--- config.mk ---
export PLATFORM = sky130hd
export DESIGN_NAME = lin_adder_arb
export DESIGN_NICKNAME = d
export VERILOG_FILES = /design/src/rtl/lin_adder_arb.sv
export SDC_FILE = /design/constraint.sdc
export NUM_CORES = 1
export LEC_CHECK = 0
export BUFFER_PORTS_ARGS = -buffer_cell sky130_fd_sc_hd__buf_2
export CAP_MARGIN = 15
export CORE_MARGIN = 2
export CORE_UTILIZATION = 45
export DETAILED_ROUTE_END_ITERATION = 8
export PLACE_DENSITY = 0.81
export SYNTH_ARGS = -nofsm -noshare
export SYNTH_HDL_FRONTEND = slang
export SYNTH_SLANG_ARGS = --single-unit
--- constraint.sdc ---
create_clock -name clk -period 2.9 [get_ports clk]
set_input_delay 0.87 -clock clk [delete_from_list [all_inputs] [get_ports clk]]
set_output_delay 0.87 -clock clk [all_outputs]
set_load 0.03 [all_outputs]
--- src/rtl/lin_adder_arb.sv ---
// Round-robin arbiter sharing one combinational adder between two
// requesters, with operand hold time and a registered result.
module lin_adder_arb #(
  parameter int NBIT    = 8,
  parameter int ADD_LAT = 1,
  parameter int CNT_W   = 16
) (
  input  logic             clk,
  input  logic             rst,
  input  logic             req0_valid,
  output logic             req0_ready,
  input  logic [NBIT-1:0]  req0_a,
  input  logic [NBIT-1:0]  req0_b,
  input  logic             req1_valid,
  output logic             req1_ready,
  input  logic [NBIT-1:0]  req1_a,
  input  logic [NBIT-1:0]  req1_b,
  output logic             rsp0_valid,
  input  logic             rsp0_ready,
  output logic             rsp1_valid,
  input  logic             rsp1_ready,
  output logic [NBIT-1:0]  rsp_s,
  output logic [NBIT-1:0]  add_a,
  output logic [NBIT-1:0]  add_b,
  input  logic [NBIT-1:0]  add_s,
  output logic             busy,
  output logic [CNT_W-1:0] op_count
);

  localparam int LW = 4;

  typedef enum logic [1:0] {
    IDLE,
    EXEC,
    RESP
  } state_t;

  state_t           state_q, state_d;
  logic             ptr_q, ptr_d;
  logic             owner_q, owner_d;
  logic [NBIT-1:0]  op_a_q, op_a_d;
  logic [NBIT-1:0]  op_b_q, op_b_d;
  logic [NBIT-1:0]  rsp_s_q, rsp_s_d;
  logic [1:0]       rsp_v_q, rsp_v_d;
  logic [CNT_W-1:0] cnt_q, cnt_d;
  logic [LW-1:0]    lat_q, lat_d;

  logic [1:0] req_v;
  logic       gnt_vld;
  logic       gnt;
  logic       rsp_hs;

  assign req_v = {req1_valid, req0_valid};

  // Grant: pointer side first, then the other side.
  always_comb begin
    gnt_vld = 1'b0;
    gnt     = ptr_q;
    if (req_v[ptr_q]) begin
      gnt_vld = 1'b1;
      gnt     = ptr_q;
    end else if (req_v[~ptr_q]) begin
      gnt_vld = 1'b1;
      gnt     = ~ptr_q;
    end
  end

  assign rsp_hs = owner_q ? rsp1_ready : rsp0_ready;

  // Next state, datapath updates and request readies.
  always_comb begin
    state_d    = state_q;
    ptr_d      = ptr_q;
    owner_d    = owner_q;
    op_a_d     = op_a_q;
    op_b_d     = op_b_q;
    rsp_s_d    = rsp_s_q;
    rsp_v_d    = rsp_v_q;
    cnt_d      = cnt_q;
    lat_d      = lat_q;
    req0_ready = 1'b0;
    req1_ready = 1'b0;
    unique case (state_q)
      IDLE: begin
        if (gnt_vld) begin
          req0_ready = ~gnt;
          req1_ready = gnt;
          op_a_d     = gnt ? req1_a : req0_a;
          op_b_d     = gnt ? req1_b : req0_b;
          owner_d    = gnt;
          lat_d      = LW'(ADD_LAT - 1);
          state_d    = EXEC;
        end
      end
      EXEC: begin
        if (lat_q == '0) begin
          rsp_s_d          = add_s;
          rsp_v_d[owner_q] = 1'b1;
          state_d          = RESP;
        end else begin
          lat_d = lat_q - 1'b1;
        end
      end
      RESP: begin
        if (rsp_hs) begin
          rsp_v_d = '0;
          ptr_d   = ~owner_q;
          cnt_d   = cnt_q + 1'b1;
          state_d = IDLE;
        end
      end
      default: state_d = IDLE;
    endcase
  end

  // State registers; reset drops any in-flight operation.
  always_ff @(posedge clk) begin
    if (rst) begin
      state_q <= IDLE;
      ptr_q   <= 1'b0;
      owner_q <= 1'b0;
      op_a_q  <= '0;
      op_b_q  <= '0;
      rsp_s_q <= '0;
      rsp_v_q <= '0;
      cnt_q   <= '0;
      lat_q   <= '0;
    end else begin
      state_q <= state_d;
      ptr_q   <= ptr_d;
      owner_q <= owner_d;
      op_a_q  <= op_a_d;
      op_b_q  <= op_b_d;
      rsp_s_q <= rsp_s_d;
      rsp_v_q <= rsp_v_d;
      cnt_q   <= cnt_d;
      lat_q   <= lat_d;
    end
  end

  assign add_a      = op_a_q;
  assign add_b      = op_b_q;
  assign rsp_s      = rsp_s_q;
  assign rsp0_valid = rsp_v_q[0];
  assign rsp1_valid = rsp_v_q[1];
  assign busy       = (state_q != IDLE);
  assign op_count   = cnt_q;

endmodule

After elaboration in Yosys (flattened, before gate mapping)
Index checks and enable logic that the tools add are counted.
Storage, ports and cells
  flip-flop bits (word level): 50
  input port bits: 46
  output and inout bits: 45
  word-level logic and storage cells: 63
Operators by class
  add/subtract/negate cells: 2
  $lt $le $gt $ge: 4
  equality and inequality tests: 6
  multiplexer cells: 26
  bitwise operators: 4
  reductions and logical operators: 12
Operator list (count)
  adder 16 x 1 -> 16 bit (second input constant): 1
  2-to-1 mux 8 bit: 2
  2-to-1 mux 1 bit: 14
  AND reduction 3 bit: 3
  2-to-1 mux 2 bit: 4
  2-to-1 mux 4 bit: 2
  inequality test 2 bit (second input constant): 4
  case mux 4 bit (2 select lines): 1
  less-than comparator 1 x 2 -> 1 bit (second input constant): 3
  case mux 2 bit (3 select lines): 1
  AND reduction 2 bit: 3
  nonzero test 2 bit: 3
  logical NOT 4 bit: 1
  case mux 2 bit (2 select lines): 1
  subtractor 4 x 1 -> 4 bit (second input constant): 1
  NOT 1 bit: 3
  == test 2 x 1 -> 1 bit (second input constant): 1
  == test 2 bit (second input constant): 1
  logical NOT 2 bit: 1
  bitwise OR 2 bit: 1
  demux 1 bit (select 1 bit): 1
  >= comparator 1 bit (second input constant): 1
  logical AND 1 bit: 1

Logic depth before layout (Yosys ltp)
Gate-level depths: netlist of run 1.
  word-level depth: 8
  mapped depth: 6
  mapped depth without buffers: 6

Worst setup path before layout of run 1
OpenSTA, ideal clock, no wires.
  kind: input -> output
  start point: in req1_valid
  end point: out req1_ready
  arrival time: 1.989 ns
  setup slack: 0.041 ns
  cell stages on the path: 5
  buffers on the path: 1
  path through: nor2_1 nor3_1 clkbuf_1 nand2_1 inv_1
On the way
  word-level cells in the longest chain between the ends: 6
Ends and longest elaborated chain
  start, declared: RTL line 14  | input logic req1_valid,
  2-to-1 mux 1 bit (implied by the code) (2 in series): RTL line 62  | end else if (req_v[~ptr_q]) begin
  2-to-1 mux 1 bit: RTL line 62
  2-to-1 mux 1 bit: RTL line 59  | if (req_v[ptr_q]) begin
  2-to-1 mux 1 bit (*): RTL line 85  | if (gnt_vld) begin
  2-to-1 mux 1 bit (*): RTL line 83  | unique case (state_q)
  end, declared: RTL line 15  | output logic req1_ready,
Every way passes the cells marked *; elsewhere a longest branch is shown, timed or not. The select of a mux whose other input is x is not followed.

Worst setup path in the final report of run 1
Ends and elaborated chain as after synthesis.

==> results of run 1 <==
## routing by layer
metal,share of wire [%],global-route usage [%]
met5,0,0
met4,1.0,4.85
met2,47,32.6
met1,46,24.0
met3,6.1,4.94
## through the flow
step / hold slack [ps] / cell area (sq um) / total power, W / std cells / setup WS, ps
final: 475 / 2780 / 0.00154 / 404 / 396
after global routing: 503 / 2780 / 0.00162 / 404 / 331
after CTS: 479 / 2780 / 0.00156 / 404 / 395
after detailed placement: 457 / 2690 / 0.00114 / 396 / 400
after global placement: 450 / 2690 / 0.00113 / 396 / 413
after floorplan: 457 / 2180 / 0.00102 / 262 / 40.6
## area by class of cell
class                           count  area [sq um]  area share (%)
Timing Repair Buffer               95           488            17.6
Multi-Input combinational cell    191          1110            39.8
Sequential cell                    50          1000            36.1
Inverter                            6          22.5           0.811
Clock inverter                      1          5.00           0.180
Tap cell                           54          67.6            2.43
Clock buffer                        7          86.3            3.11
## logic make-up after synthesis
| logic type | synth area share [%] |
|---|---|
| adder cells (fa/ha/maj) | 1.72 |
| multiplexers | 4.64 |
| AO/OA/AOI/OAI | 14.0 |
| XOR/XNOR | 4.01 |
| flip-flops | 45.8 |
| buffers and inverters | 3.72 |
| AND/OR/NAND/NOR | 26.1 |
## flip-flops by register name, summed over array words and instances (netlist names)
signal	cells
rsp_s	8
owner_q	1
add_a	8
state_q	2
ptr_q	1
add_b	8
op_count	16
rsp_v_q	2
lat_q	4
## worst max-delay path by stage
stage | endpoint | cells after the start
6_report | req1_ready | 6
5_1_grt | req1_ready | 6
4_1_cts | req1_ready | 6
3_5_place_dp | req1_ready | 6
3_3_place_gp | req1_ready | 6
2_1_floorplan | req1_ready | 5
## where the power goes
part	internal, W	switching, W	leakage, nW
sequential	0.000735	0.0000311	0.409
clock	0.000193	0.000224	0.0482
combinational	0.000124	0.000232	0.805
total	0.00105	0.000487	1.26
## cell usage in the layout, fill, tap and decap left out, types with 2 or more instances in the layout
master	netlist	final
mux2i_1	9	9
clkbuf_8	0	6
nand2b_1	2	2
ha_1	3	3
or2_2	2	2
a311oi_1	16	16
buf_4	0	5
xor2_1	7	7
nor2b_1	3	3
or4_1	5	5
o31ai_1	5	5
nor3_1	5	4
or3_1	3	3
o21ai_0	4	4
buf_2	2	90
inv_1	6	6
nand4_1	3	3
a21oi_1	15	15
and3_1	3	3
xnor2_1	3	3
nand3_1	12	12
dfxtp_1	50	50
nor2_1	39	39
nand2_1	42	42
==> summary.txt, run 1 <==
Run status
  – Status: completed

Worst hold path
  – Hold path depth: 1
  – Hold Path Class: reg -> reg
  – Hold Crit Start: rsp_v_q[0]
  – Hold path endpoint: rsp_v_q[0]

Synth
  – Number of flops mapped to enable cells by yosys: 0
  – Post-Syn Area: 0.00218 sq mm
  – Average size of a mapped cell: 8.33 sq um
  – Leading area contributor after synthesis: dfxtp_1
  – Commonest cells post-synth: dfxtp_1 (50), nand2_1 (42), nor2_1 (39)
  – Post-synthesis cell count: 262
  – Post-synthesis async set-or-reset flop share: 0%
  – Top post-synthesis cells by area: dfxtp_1 (46%), nand2_1 (7.2%), nor2_1 (6.7%)
  – #FFs+latches synth: 50
  – Syn Nets: 311
  – Post-synth top flop: dfxtp_1
  – Synth top area share: 45.8%
  – Synth warn: 0
  – Sequential element share of the synthesized area: 45.8%
  – Top-count cell post-synth: dfxtp_1
  – Distinct cell type count of the synthesized netlist: 34

Placement
  – RePlAce Congestion: 0.829
  – Post-DP HPWL: 3700 um
  – Port Buffers: 90

STA
  – Final Hold Viols: 0
  – Slew Limit Headroom: 64.7%
  – Final period util: 86.3%
  – Setup tns final: 0 ps
  – RSZ-0062 raised after global routing: no
  – Final Skew: 6.75 ps
  – Final Setup Violations: 0
  – Final count of pins violating max slew: 0
  – Final min period: 2500 ps
  – Worst-margin pin slew: 529 ps
  – F_max: 399 MHz

Detailed routing
  – Vias: 2131
  – Vias per cell: 5.27
  – Antenna Nets Post-Route: 0
  – Drt pass-1 iters: 4
  – Drt wl/cell: 12.4 um
  – Number of DRC markers in iteration 0: 91
  – DR DRC count: 0
  – Drt total wl: 5000 um

Setup path
  – Reg-to-reg startpoint: op_count[3]
  – Crit path required time: 2030 ps
  – Worst Reg-to-Reg Cells: 4
  – CP bufs+invs: 3
  – FF-to-FF End: op_count[12]
  – CP top delay family: buffers and inverters
  – CP max stage delay: 190 ps
  – Crit Path Class: in -> out
  – Startpoint types: input pin
  – CP Data Arrival Time: 1630 ps
  – Worst Setup SP: req1_valid
  – Reg2Reg Setup Slack: 980 ps
  – Top cell by count, worst path: buf_2
  – CP Max Fanout: 5
  – Critical path, cell by cell: buf_2 > nand2b_1 > a21o_1 > nand2_1 > inv_1 > buf_2
  – Worst setup EP type: primary output
  – CP max stage cell: a21o_1

Clock tree
  – Bufs on Longest Clock Path: 2
  – # hold bufs at CTS: 0
  – Worst skew pair latency: 300 ps
  – CTS tree: yes
  – Clock sink total: 50
  – CTS clk-pin slew, worst paths: 80 ps
  – Root Driver: clkbuf_8
  – Post-CTS setup buffer count: 0
  – CTS H-tree lvls: 2
  – Post-CTS Resized: 0
  – Total CTS buffers: 5

GRT
  – Vias in the first global route: 1918
  – Largest net degree at the start of global routing: 35
  – First-pass GRT wire length: 8230 um
  – Remaining Overflow, GRT: 0
  – Initial antenna violation count: 0
  – Total GRT Usage: 19.1%

Floorplanning
  – Core Footprint: 0.00469 sq mm
  – Starting density of the core: 46.5%
  – DIE WIDTH: 73.7 um
  – # rows: 25
  – DIE HEIGHT: 73.7 um
  – I/O pin cnt: 91
  – Die ar.: 0.00543 sq mm

Pwr
  – Peak supply drop: 0.334 mV
  – PwrDens: 555 mW/mm^2
  – Leak: 1.26 nW

Final layout
  – N_diodes: 0
  – Final Util: 59.2%
  – Layout cell share with drive strength beyond 1: 30.6%
  – Nets@finish: 398
  – Area growth syn-to-layout: 27.2%
  – Fillers: 416

Flow run
  – # Max-Cap Violations: 0
Note: power is estimated with default switching activity, not from simulation.
==> run 2, diff against run 1 <==
==> constraint.sdc (replaced) <==
create_clock -name clk -period 3.2 [get_ports clk]
set_input_delay 0.96 -clock clk [delete_from_list [all_inputs] [get_ports clk]]
set_output_delay 0.96 -clock clk [all_outputs]
set_load 0.03 [all_outputs]
==> run 2 against run 1 <==
Net effect:
- cell count decreased by 0.50%
- worst setup slack improved by 120 ps
- cell area shrank 0.81%
- power decreased by 12%
- routed wire length shrank 1.8%
- die area stayed put
- via count shrank 0.94%
- critical path depth unchanged
- clock-buffer cell count is the same
- combinational power decreased by 9.6%
- largest cell class unchanged
- largest power group unchanged
==> summary.txt, run 2 (synthesis gave the netlist of run 1 again) <==
Setup path
  – Worst Setup SP: req1_valid
  – CP max stage delay: 190 ps (about the same)
  – Critical path, cell by cell: buf_2 > nand2b_1 > a21o_1 > nand2_1 > inv_1 > buf_2
  – Startpoint types: input pin
  – Reg-to-reg startpoint: owner_q
  – CP Max Fanout: 5 (unchanged)
  – Worst setup EP type: primary output
  – Crit Path Class: in -> out
  – CP max stage cell: a21o_1
  – Crit path required time: 2240 ps (+210 ps)
  – CP Data Arrival Time: 1730 ps (+100 ps)
  – Top cell by count, worst path: buf_2

STA
  – Final count of pins violating max slew: 0 (unchanged)
  – Slew Limit Headroom: 56.1% (-8.6 points)
  – Final period util: 84.0%
  – Final min period: 2690 ps
  – RSZ-0062 raised after global routing: no
  – Final Hold Viols: 0 (unchanged)
  – Final Setup Violations: 0 (unchanged)
  – Worst-margin pin slew: 658 ps (+129 ps)
  – F_max: 372 MHz
  – Setup tns final: 0 ps (unchanged)
  – Final Skew: 1.84 ps (-4.91 ps)

Final layout
  – Max reg flops: 16 (unchanged)
  – Commonest non-fill, non-tap cell in the layout: buf_2
  – Nets@finish: 397 (-0.25%)
  – Most frequent cells in the layout: buf_2 (90), dfxtp_1 (50), nand2_1 (42)
  – Area growth syn-to-layout: 26.1%
  – Fillers: 426 (+2.4%)
  – Layout cell share with drive strength beyond 1: 29.9% (-0.69 points)
  – N_diodes: 0 (unchanged)

Clock tree
  – CTS H-tree lvls: 2 (unchanged)
  – Root Driver: clkbuf_8
  – Total CTS buffers: 5 (unchanged)
  – # hold bufs at CTS: 0 (unchanged)
  – CTS clk-pin slew, worst paths: 80 ps (about the same)
  – Clock sink total: 50 (unchanged)
  – Post-CTS Resized: 0 (unchanged)
  – Post-CTS setup buffer count: 0 (unchanged)
  – CTS tree: yes
  – Bufs on Longest Clock Path: 2 (unchanged)
  – Worst skew pair latency: 290 ps (about the same)

Detailed routing
  – Vias: 2111 (-0.94%)
  – Drt total wl: 4910 um (-1.8%)
  – Drt wl/cell: 12.2 um (-1.3%)
  – Drt pass-1 iters: 4 (unchanged)
  – Vias per cell: 5.25 (-0.45%)
  – DR DRC count: 0 (unchanged)
  – Number of DRC markers in iteration 0: 62 (-32%)
  – Antenna Nets Post-Route: 0 (unchanged)

GRT
  – Vias in the first global route: 1929 (+0.57%)
  – Largest net degree at the start of global routing: 37 (+5.7%)
  – Initial antenna violation count: 0 (unchanged)
  – Remaining Overflow, GRT: 0 (unchanged)
  – First-pass GRT wire length: 8110 um (-1.5%)
  – Total GRT Usage: 19.0% (-0.14 points)

Worst hold path
  – Hold Path Class: reg -> reg
  – Hold Crit Start: rsp_v_q[0]

Placement
  – Port Buffers: 90 (unchanged)
  – Post-DP HPWL: 3590 um (-3.0%)
  – RePlAce Congestion: 0.821 (-0.97%)

Floorplanning
  – # rows: 25 (unchanged)
  – Die ar.: 0.00543 sq mm (unchanged)
  – Starting density of the core: 46.5% (unchanged)
  – I/O pin cnt: 91 (unchanged)
  – Core Footprint: 0.00469 sq mm (unchanged)
  – DIE HEIGHT: 73.7 um (unchanged)
  – DIE WIDTH: 73.7 um (unchanged)

Pwr
  – Peak supply drop: 0.345 mV (+3.5%)
  – PwrDens: 492 mW/mm^2 (-11%)
  – Leak: 1.25 nW (-1.2%)
  – Tot Pwr: 0.00135 W (-12%)

Run status
  – Status: completed

Flow run
  – # Max-Cap Violations: 0 (unchanged)
## run 2: changes by cell type in the layout (fill, tap and decap cells not counted)
cell      before  now
buf_4          5    4
clkbuf_8       6    5
clkbuf_1       1    2
clkinv_2       1    0
## run 2: per-stage QoR
stage	area [sq um]	hold slack (ps)	setup slack, ps	std cells	utilization, %
3_5_place_dp	2680	459	512	395	57.1
3_3_place_gp	2680	451	533	395	57.1
5_1_grt	2750	505	452	402	58.7
4_1_cts	2750	482	508	402	58.7
2_1_floorplan	2180	457	161	262	-
6_report	2750	475	513	402	58.7
## run 2: metal layers
| layer | global-route usage [%] | vias up | part of all wire, % |
|---|---|---|---|
| met4 | 5.66 | 0 | 0.77 |
| met1 | 22.7 | 939 | 45 |
| met3 | 5.35 | 4 | 7.4 |
| met5 | 0 | - | 0 |
| li1 | - | 1086 | - |
| met2 | 32.9 | 82 | 47 |
## run 2: path summary, 6_finish.rpt
| path | to | slack [ps] | cells after the start |
|---|---|---|---|
| max | req1_ready | 510 | 6 |
| min | rsp_v_q[0] | 480 | 1 |
| max reg2reg | op_count[15] | 1240 | 4 |
| min reg2reg | rsp_v_q[0] | 480 | 1 |
## run 2: power by group
group          total (W)  switching [W]  leakage, nW  internal, W
logic           0.000322       0.000210        0.801     0.000112
clock network   0.000339       0.000188       0.0383     0.000151
registers       0.000694      0.0000276        0.409     0.000666
## run 2: area by class of cell
cell class | instances | area, sq um | share of cell area [%]
inverter | 6 | 22.5 | 0.818
clock buffer | 7 | 76.3 | 2.77
tap | 54 | 67.6 | 2.45
timing repair buffer | 94 | 480 | 17.4
sequential | 50 | 1000 | 36.3
multi-input combinational | 191 | 1110 | 40.2
## run 2: critical path: cells and delay by family
family	cells	cell delay, ps
compound gates	1	190
simple gates	2	240
buf+inv	3	330
